`src/rtl/linear_sorter_pkg.sv`:
```
// Shared constants and types for the linear sorter chain and its drain stage.
package linear_sorter_pkg;

    localparam int SORTER_NUM_CELLS = 8;
    localparam int SORTER_DATA_W    = 8;

    typedef enum logic [1:0] {
        IDLE   = 2'd0,
        CLEAR  = 2'd1,
        STREAM = 2'd2,
        DONE   = 2'd3
    } drain_state_t;

    typedef logic [SORTER_DATA_W-1:0] cell_word_t;

endpackage

```
`src/rtl/sorter_fill_count.sv`:
```
// Leading-ones count of ~cell_empty_i: the number of contiguously filled cells from cell 0.
module sorter_fill_count #(
    parameter int NUM_CELLS = 8
) (
    input  logic [NUM_CELLS-1:0]             cell_empty_i,
    output logic [$clog2(NUM_CELLS+1)-1:0]   count
);

    localparam int CNT_W = $clog2(NUM_CELLS+1);

    logic found;

    // Cells beyond the first empty one are ignored even if they report data.
    always_comb begin
        count = CNT_W'(NUM_CELLS);
        found = 1'b0;
        for (int k = 0; k < NUM_CELLS; k++) begin
            if (!found && cell_empty_i[k]) begin
                count = CNT_W'(k);
                found = 1'b1;
            end
        end
    end

endmodule

```
`src/rtl/linear_sorter_drain.sv`:
```
// Drain stage: snapshots the sorter chain, clears it, then streams the sorted words out.
// Optional adjacent-order checker enabled by defining LINEAR_SORTER_ORDER_CHECK_EN.
module linear_sorter_drain
    import linear_sorter_pkg::*;
#(
    parameter int NUM_CELLS = SORTER_NUM_CELLS,
    parameter int DATA_W    = SORTER_DATA_W
) (
    input  logic                        clk,
    input  logic                        reset,
    input  logic                        start,
    input  logic [NUM_CELLS*DATA_W-1:0] cell_data_i,
    input  logic [NUM_CELLS-1:0]        cell_empty_i,
    output logic                        cells_clear,
    output logic                        busy,
    output logic                        out_valid,
    input  logic                        out_ready,
    output logic [DATA_W-1:0]           out_data,
    output logic                        out_last,
    output logic                        done,
    output logic                        order_err
);

    localparam int CNT_W = $clog2(NUM_CELLS+1);

    drain_state_t      state_reg, state_next;
    logic [DATA_W-1:0] cell_word [NUM_CELLS];
    logic [DATA_W-1:0] snap_reg  [NUM_CELLS];
    logic [CNT_W-1:0]  fill_count;
    logic [CNT_W-1:0]  count_reg;
    logic [CNT_W-1:0]  idx_reg, idx_next;
    logic [CNT_W-1:0]  idx_inc, count_m1, sel_idx;
    logic [DATA_W-1:0] sel_word;
    logic              capture, accept;

    logic              cells_clear_reg, cells_clear_next;
    logic              busy_reg, busy_next;
    logic              out_valid_reg, out_valid_next;
    logic [DATA_W-1:0] out_data_reg, out_data_next;
    logic              out_last_reg, out_last_next;
    logic              done_reg, done_next;

    assign capture  = (state_reg == IDLE) && start;
    assign accept   = out_valid_reg && out_ready;
    assign idx_inc  = idx_reg + CNT_W'(1);
    assign count_m1 = count_reg - CNT_W'(1);

    sorter_fill_count #(
        .NUM_CELLS (NUM_CELLS)
    ) u_fill_count (
        .cell_empty_i (cell_empty_i),
        .count        (fill_count)
    );

    // Snapshot is taken only on the capture edge; the chain is free afterwards.
    for (genvar gi = 0; gi < NUM_CELLS; gi++) begin : g_snap
        assign cell_word[gi] = cell_data_i[gi*DATA_W +: DATA_W];

        always_ff @(posedge clk or posedge reset) begin
            if (reset) begin
                snap_reg[gi] <= '0;
            end else if (capture) begin
                snap_reg[gi] <= cell_word[gi];
            end
        end
    end

    always_ff @(posedge clk or posedge reset) begin
        if (reset) begin
            state_reg       <= IDLE;
            count_reg       <= '0;
            idx_reg         <= '0;
            cells_clear_reg <= 1'b0;
            busy_reg        <= 1'b0;
            out_valid_reg   <= 1'b0;
            out_data_reg    <= '0;
            out_last_reg    <= 1'b0;
            done_reg        <= 1'b0;
        end else begin
            state_reg       <= state_next;
            count_reg       <= capture ? fill_count : count_reg;
            idx_reg         <= idx_next;
            cells_clear_reg <= cells_clear_next;
            busy_reg        <= busy_next;
            out_valid_reg   <= out_valid_next;
            out_data_reg    <= out_data_next;
            out_last_reg    <= out_last_next;
            done_reg        <= done_next;
        end
    end

    always_comb begin
        state_next = state_reg;
        case (state_reg)
            IDLE:    if (start) state_next = CLEAR;
            CLEAR:   state_next = (count_reg == '0) ? DONE : STREAM;
            STREAM:  if (accept && out_last_reg) state_next = DONE;
            DONE:    state_next = IDLE;
            default: state_next = IDLE;
        endcase
    end

    // Word to present next: cell 0 when entering STREAM, idx+1 after a handshake.
    assign sel_idx = (state_reg == STREAM) ? idx_inc : '0;

    always_comb begin
        sel_word = '0;
        for (int k = 0; k < NUM_CELLS; k++) begin
            if (sel_idx == CNT_W'(k)) sel_word = snap_reg[k];
        end
    end

    // Outputs are computed one cycle ahead so every port comes straight from a flop.
    always_comb begin
        cells_clear_next = capture;
        busy_next        = (state_next != IDLE);
        out_valid_next   = (state_next == STREAM);
        done_next        = (state_next == DONE);
        idx_next         = idx_reg;
        out_data_next    = out_data_reg;
        out_last_next    = out_last_reg;
        case (state_reg)
            IDLE: idx_next = '0;
            CLEAR: begin
                idx_next = '0;
                if (count_reg != '0) begin
                    out_data_next = sel_word;
                    out_last_next = (count_m1 == '0);
                end
            end
            STREAM: begin
                if (accept) begin
                    if (out_last_reg) begin
                        out_last_next = 1'b0;
                    end else begin
                        idx_next      = idx_inc;
                        out_data_next = sel_word;
                        out_last_next = (idx_inc == count_m1);
                    end
                end
            end
            default: ;
        endcase
    end

    assign cells_clear = cells_clear_reg;
    assign busy        = busy_reg;
    assign out_valid   = out_valid_reg;
    assign out_data    = out_data_reg;
    assign out_last    = out_last_reg;
    assign done        = done_reg;

`ifdef LINEAR_SORTER_ORDER_CHECK_EN
    logic order_bad;
    logic order_err_reg;

    always_comb begin
        order_bad = 1'b0;
        for (int k = 0; k < NUM_CELLS-1; k++) begin
            if ((CNT_W'(k+1) < count_reg) && (snap_reg[k] > snap_reg[k+1])) order_bad = 1'b1;
        end
    end

    always_ff @(posedge clk or posedge reset) begin
        if (reset) begin
            order_err_reg <= 1'b0;
        end else if ((state_reg == CLEAR) && order_bad) begin
            order_err_reg <= 1'b1;
        end
    end

    assign order_err = order_err_reg;

    assert property (@(posedge clk) disable iff (reset) !((state_reg == CLEAR) && order_bad))
        else $error("linear_sorter_drain: captured cells are not in ascending order");
`else
    assign order_err = 1'b0;
`endif

endmodule

```
`config.mk`:
```
export PLATFORM = sky130hd
export DESIGN_NAME = linear_sorter_drain
export DESIGN_NICKNAME = d
export VERILOG_FILES = /design/src/rtl/linear_sorter_pkg.sv /design/src/rtl/sorter_fill_count.sv /design/src/rtl/linear_sorter_drain.sv
export SDC_FILE = /design/constraint.sdc
export NUM_CORES = 1
export LEC_CHECK = 0
export BUFFER_PORTS_ARGS = -buffer_cell sky130_fd_sc_hd__buf_2
export CORE_MARGIN = 4
export CORE_UTILIZATION = 52
export CTS_CLUSTER_SIZE = 16
export DETAILED_ROUTE_END_ITERATION = 10
export PLACE_DENSITY = 0.87
export SYNTH_ARGS = -nofsm -noshare
export SYNTH_HDL_FRONTEND = slang
export SYNTH_SLANG_ARGS = --single-unit
```
`constraint.sdc`:
```
create_clock -name clk -period 6.48 [get_ports clk]
set_input_delay 0.972 -clock clk [delete_from_list [all_inputs] [get_ports clk]]
set_output_delay 0.972 -clock clk [all_outputs]
set_load 0.05 [all_outputs]
```
==> results.py <==
metrics = {
    "clock_tree": {
        "cts_tree": "done",
        "cts_setup_buffers": 0,
        "numCtsBuffers": 9,
        "clk_latency_ns": 0.37,
        "cts.sink_count": 87,
        "cts_root_buf": "clkbuf_8",
        "cts_resized": 0,
        "clkTransAtPathRegs_ns": 0.08,
        "cts.path.max_buffers": 2,
        "ctsHoldBuffers": 0,
        "htreeDepth": 3,
    },
    "route": {
        "dr.pass1.iters": 4,
        "vias": 3364,
        "drc": 0,
        "drt_iter0_drc": 167,
        "ant_nets": 0,
        "vias_per_cell": 5.75,
        "wl_microns": 10100,
        "wl_per_cell_microns": 17.2,
    },
    "global_routing": {
        "grt_pass1_vias": 3365,
        "globalRoute.totalOverflow": 0,
        "globalRouteTotalUtil_pct": 20.9,
        "antenna_found_initial": 0,
        "grt_max_degree": 88,
        "grt_pass1_wl_microns": 16400,
    },
    "logic_synthesis": {
        "synth-seq-cells": 87,
        "synth_edf_count": 0,
        "ys.flop_type": "dfrtp_1",
        "synth_area_sq_um": 4430,
        "ys_seq_area_share_pct": 49.2,
        "avgSynthCellArea_sq_um": 11.2,
        "ys_warn_count": 0,
        "synth_cell_types": 60,
        "syn_nets": 479,
        "synthCells": 395,
        "async_reset_ff_share_pct": 100,
    },
    "power_and_ir_drop": {
        "internal_power_mw": 1.52,
        "swShare_pct": 41.8,
        "p_seq_share_pct": 37.3,
        "clockPowerShare_pct": 14.0,
        "power.leakage_nw": 2.32,
        "p_comb_share_pct": 48.7,
        "design_power_total_mw": 2.60,
        "ir_worst_vdd_mv": 0.163,
        "powerDensity_nw_per_um2": 510,
        "switching_power_mw": 1.09,
    },
    "worst_setup_path": {
        "cp_max_fo": 28,
        "endpoint_kind": "register",
        "worstSetupPathType": "register to register",
        "arrival_ns": 3.11,
        "critical_path.startpoint": "state_reg[0]$_DFF_PP0_",
        "critPathRequiredTime_ns": 6.71,
        "r2r-start": "state_reg[0]$_DFF_PP0_",
        "startpoint_type": "register",
    },
    "finish": {
        "largest_reg_flops": 64,
        "diodes": 0,
        "area_growth_pct": 15.2,
        "final_common_cell": "buf_2",
        "fin_util_pct": 61.8,
        "stdcell_area_sq_um": 5100,
        "layout-drive-gt1-share_pct": 40.4,
        "fin_nets": 559,
        "layout_common_cells": "buf_2 (88), dfrtp_1 (87), mux2_2 (59)",
    },
    "floorplanning": {
        "start_util_pct": 53.6,
        "coreArea_sq_um": 8260,
        "die_width_microns": 100,
        "std_cell_rows": 33,
        "dieHeight_microns": 100,
        "die_area_sq_um": 10100,
        "io_pins": 90,
    },
    "placed_design": {
        "place_hpwl_microns": 7340,
        "routabilityCongestion": 0.987,
        "placed_area_sq_um": 4910,
        "io_buffers": 88,
    },
    "timing": {
        "final_max_slew_viol_count": 0,
        "clock.fmax_mhz": 347,
        "skew_ns": 0.0104,
        "hold_violations": 0,
        "slew_headroom_pct": 29.9,
        "setup_viol": 0,
        "fin_crit_ns": 2.88,
        "rsz0062_at_grt": "false",
        "worst_pin_slew_ns": 1.05,
        "setup_tns_ns": 0,
        "period_share_pct": 44.4,
    },
    "run_status": {
        "outcome": "finished clean",
    },
    "worst_hold_path": {
        "min_path_type": "register to register",
        "worstHoldStart": "out_data[4]$_DFFE_PP0P_",
    },
    "job": {
        "drv_cap": 0,
    },
}
[critical path, cell delays in order, from the launching register on]
cell	delay (ns)
dfrtp_1	0.43
inv_1	0.12
ha_1	0.82
inv_2	0.20
a2111oi_2	0.38
or2_1	0.39
o22ai_1	0.15
a2bb2oi_1	0.18
o21ai_1	0.07
[through the flow]
stage / std cells / hold slack (ns) / worst slack, ns
after global placement: 569 / 0.480 / 3.67
after CTS: 585 / 0.498 / 3.62
after global routing: 585 / 0.516 / 3.34
after detailed placement: 569 / 0.479 / 3.59
final: 585 / 0.498 / 3.60
after floorplan: 395 / 0.467 / 3.26
[kinds of logic after synthesis]
family	synth area share [%]
AOI/OAI and AO/OA	16.6
xor gates and xnor gates	1.19
adders and majority gates	2.26
buffers and inverters	4.04
DFF	49.2
muxes	16.4
other	0.0847
and+or+nand+nor	10.2
[Yosys cell counts (all sizes together) (2+ instances only)]
library cell  count  share of area, %
xor2              3              0.59
o31ai            10               2.3
mux2             60                15
a22o              5              0.99
a21oi            15               1.8
a31oi             3              0.42
a211o             4              0.79
clkbuf            4              0.34
and2              4              0.57
o21ai            25               2.9
o22ai            10               2.1
dfrtp            87                49
a2bb2oi           6               1.8
nand2b            6              0.85
or3               2              0.28
ha                8               2.3
buf              18               2.2
nor2             12               1.0
nand2            36               3.1
nand4             2              0.28
xnor2             3              0.59
mux2i             5               1.1
nor3              9               1.0
inv              18               1.5
or2               2              0.28
a21o              3              0.51
a22oi             5              0.96
nor2b             2              0.34
nand3            10               1.1
nor4              2              0.28
[power groups by stage]
stage	combinational, mW	sequential, mW	clock [mW]
CTS	1.27	0.971	0.368
floorplan	0.904	1.04	0
global placement	1.21	0.964	0
global route	1.38	1.00	0.393
finish	1.27	0.971	0.364
detailed placement	1.25	0.979	0
[final timing paths]
check / slack (ns) / cells after the start / to
worst max-delay path: 3.60 / 8 / out_data[1]$_DFFE_PP0P_
worst min-delay path: 0.50 / 2 / out_data[4]$_DFFE_PP0P_
worst max register to register: 3.60 / 8 / out_data[1]$_DFFE_PP0P_
worst min register to register: 0.50 / 2 / out_data[4]$_DFFE_PP0P_
max in group asynchronous: 4.90 / 3 / busy$_DFF_PP0_
min in group asynchronous: 0.92 / 3 / snap_reg[24]$_DFFE_PP0P_
[area by class of cell]
cell class | count | area (sq um)
Timing Repair Buffer | 91 | 463
Sequential cell | 87 | 2180
Clock buffer | 11 | 151
Inverter | 18 | 68.8
Fill cell | 668 | 3160
Tap cell | 105 | 131
Multi-Input combinational cell | 268 | 2070
Clock inverter | 5 | 38.8
[metal layers]
| metal | GRT usage (%) | wire length [microns] | up-vias |
|---|---|---|---|
| met1 | 26.9 | 4170 | 1620 |
| met3 | 5.28 | 737 | 30 |
| met4 | 7.67 | 289 | 0 |
| met2 | 34.2 | 4890 | 122 |
| li1 | - | - | 1592 |
| met5 | 0 | 0 | - |
Power figures use the tool's default switching activity.
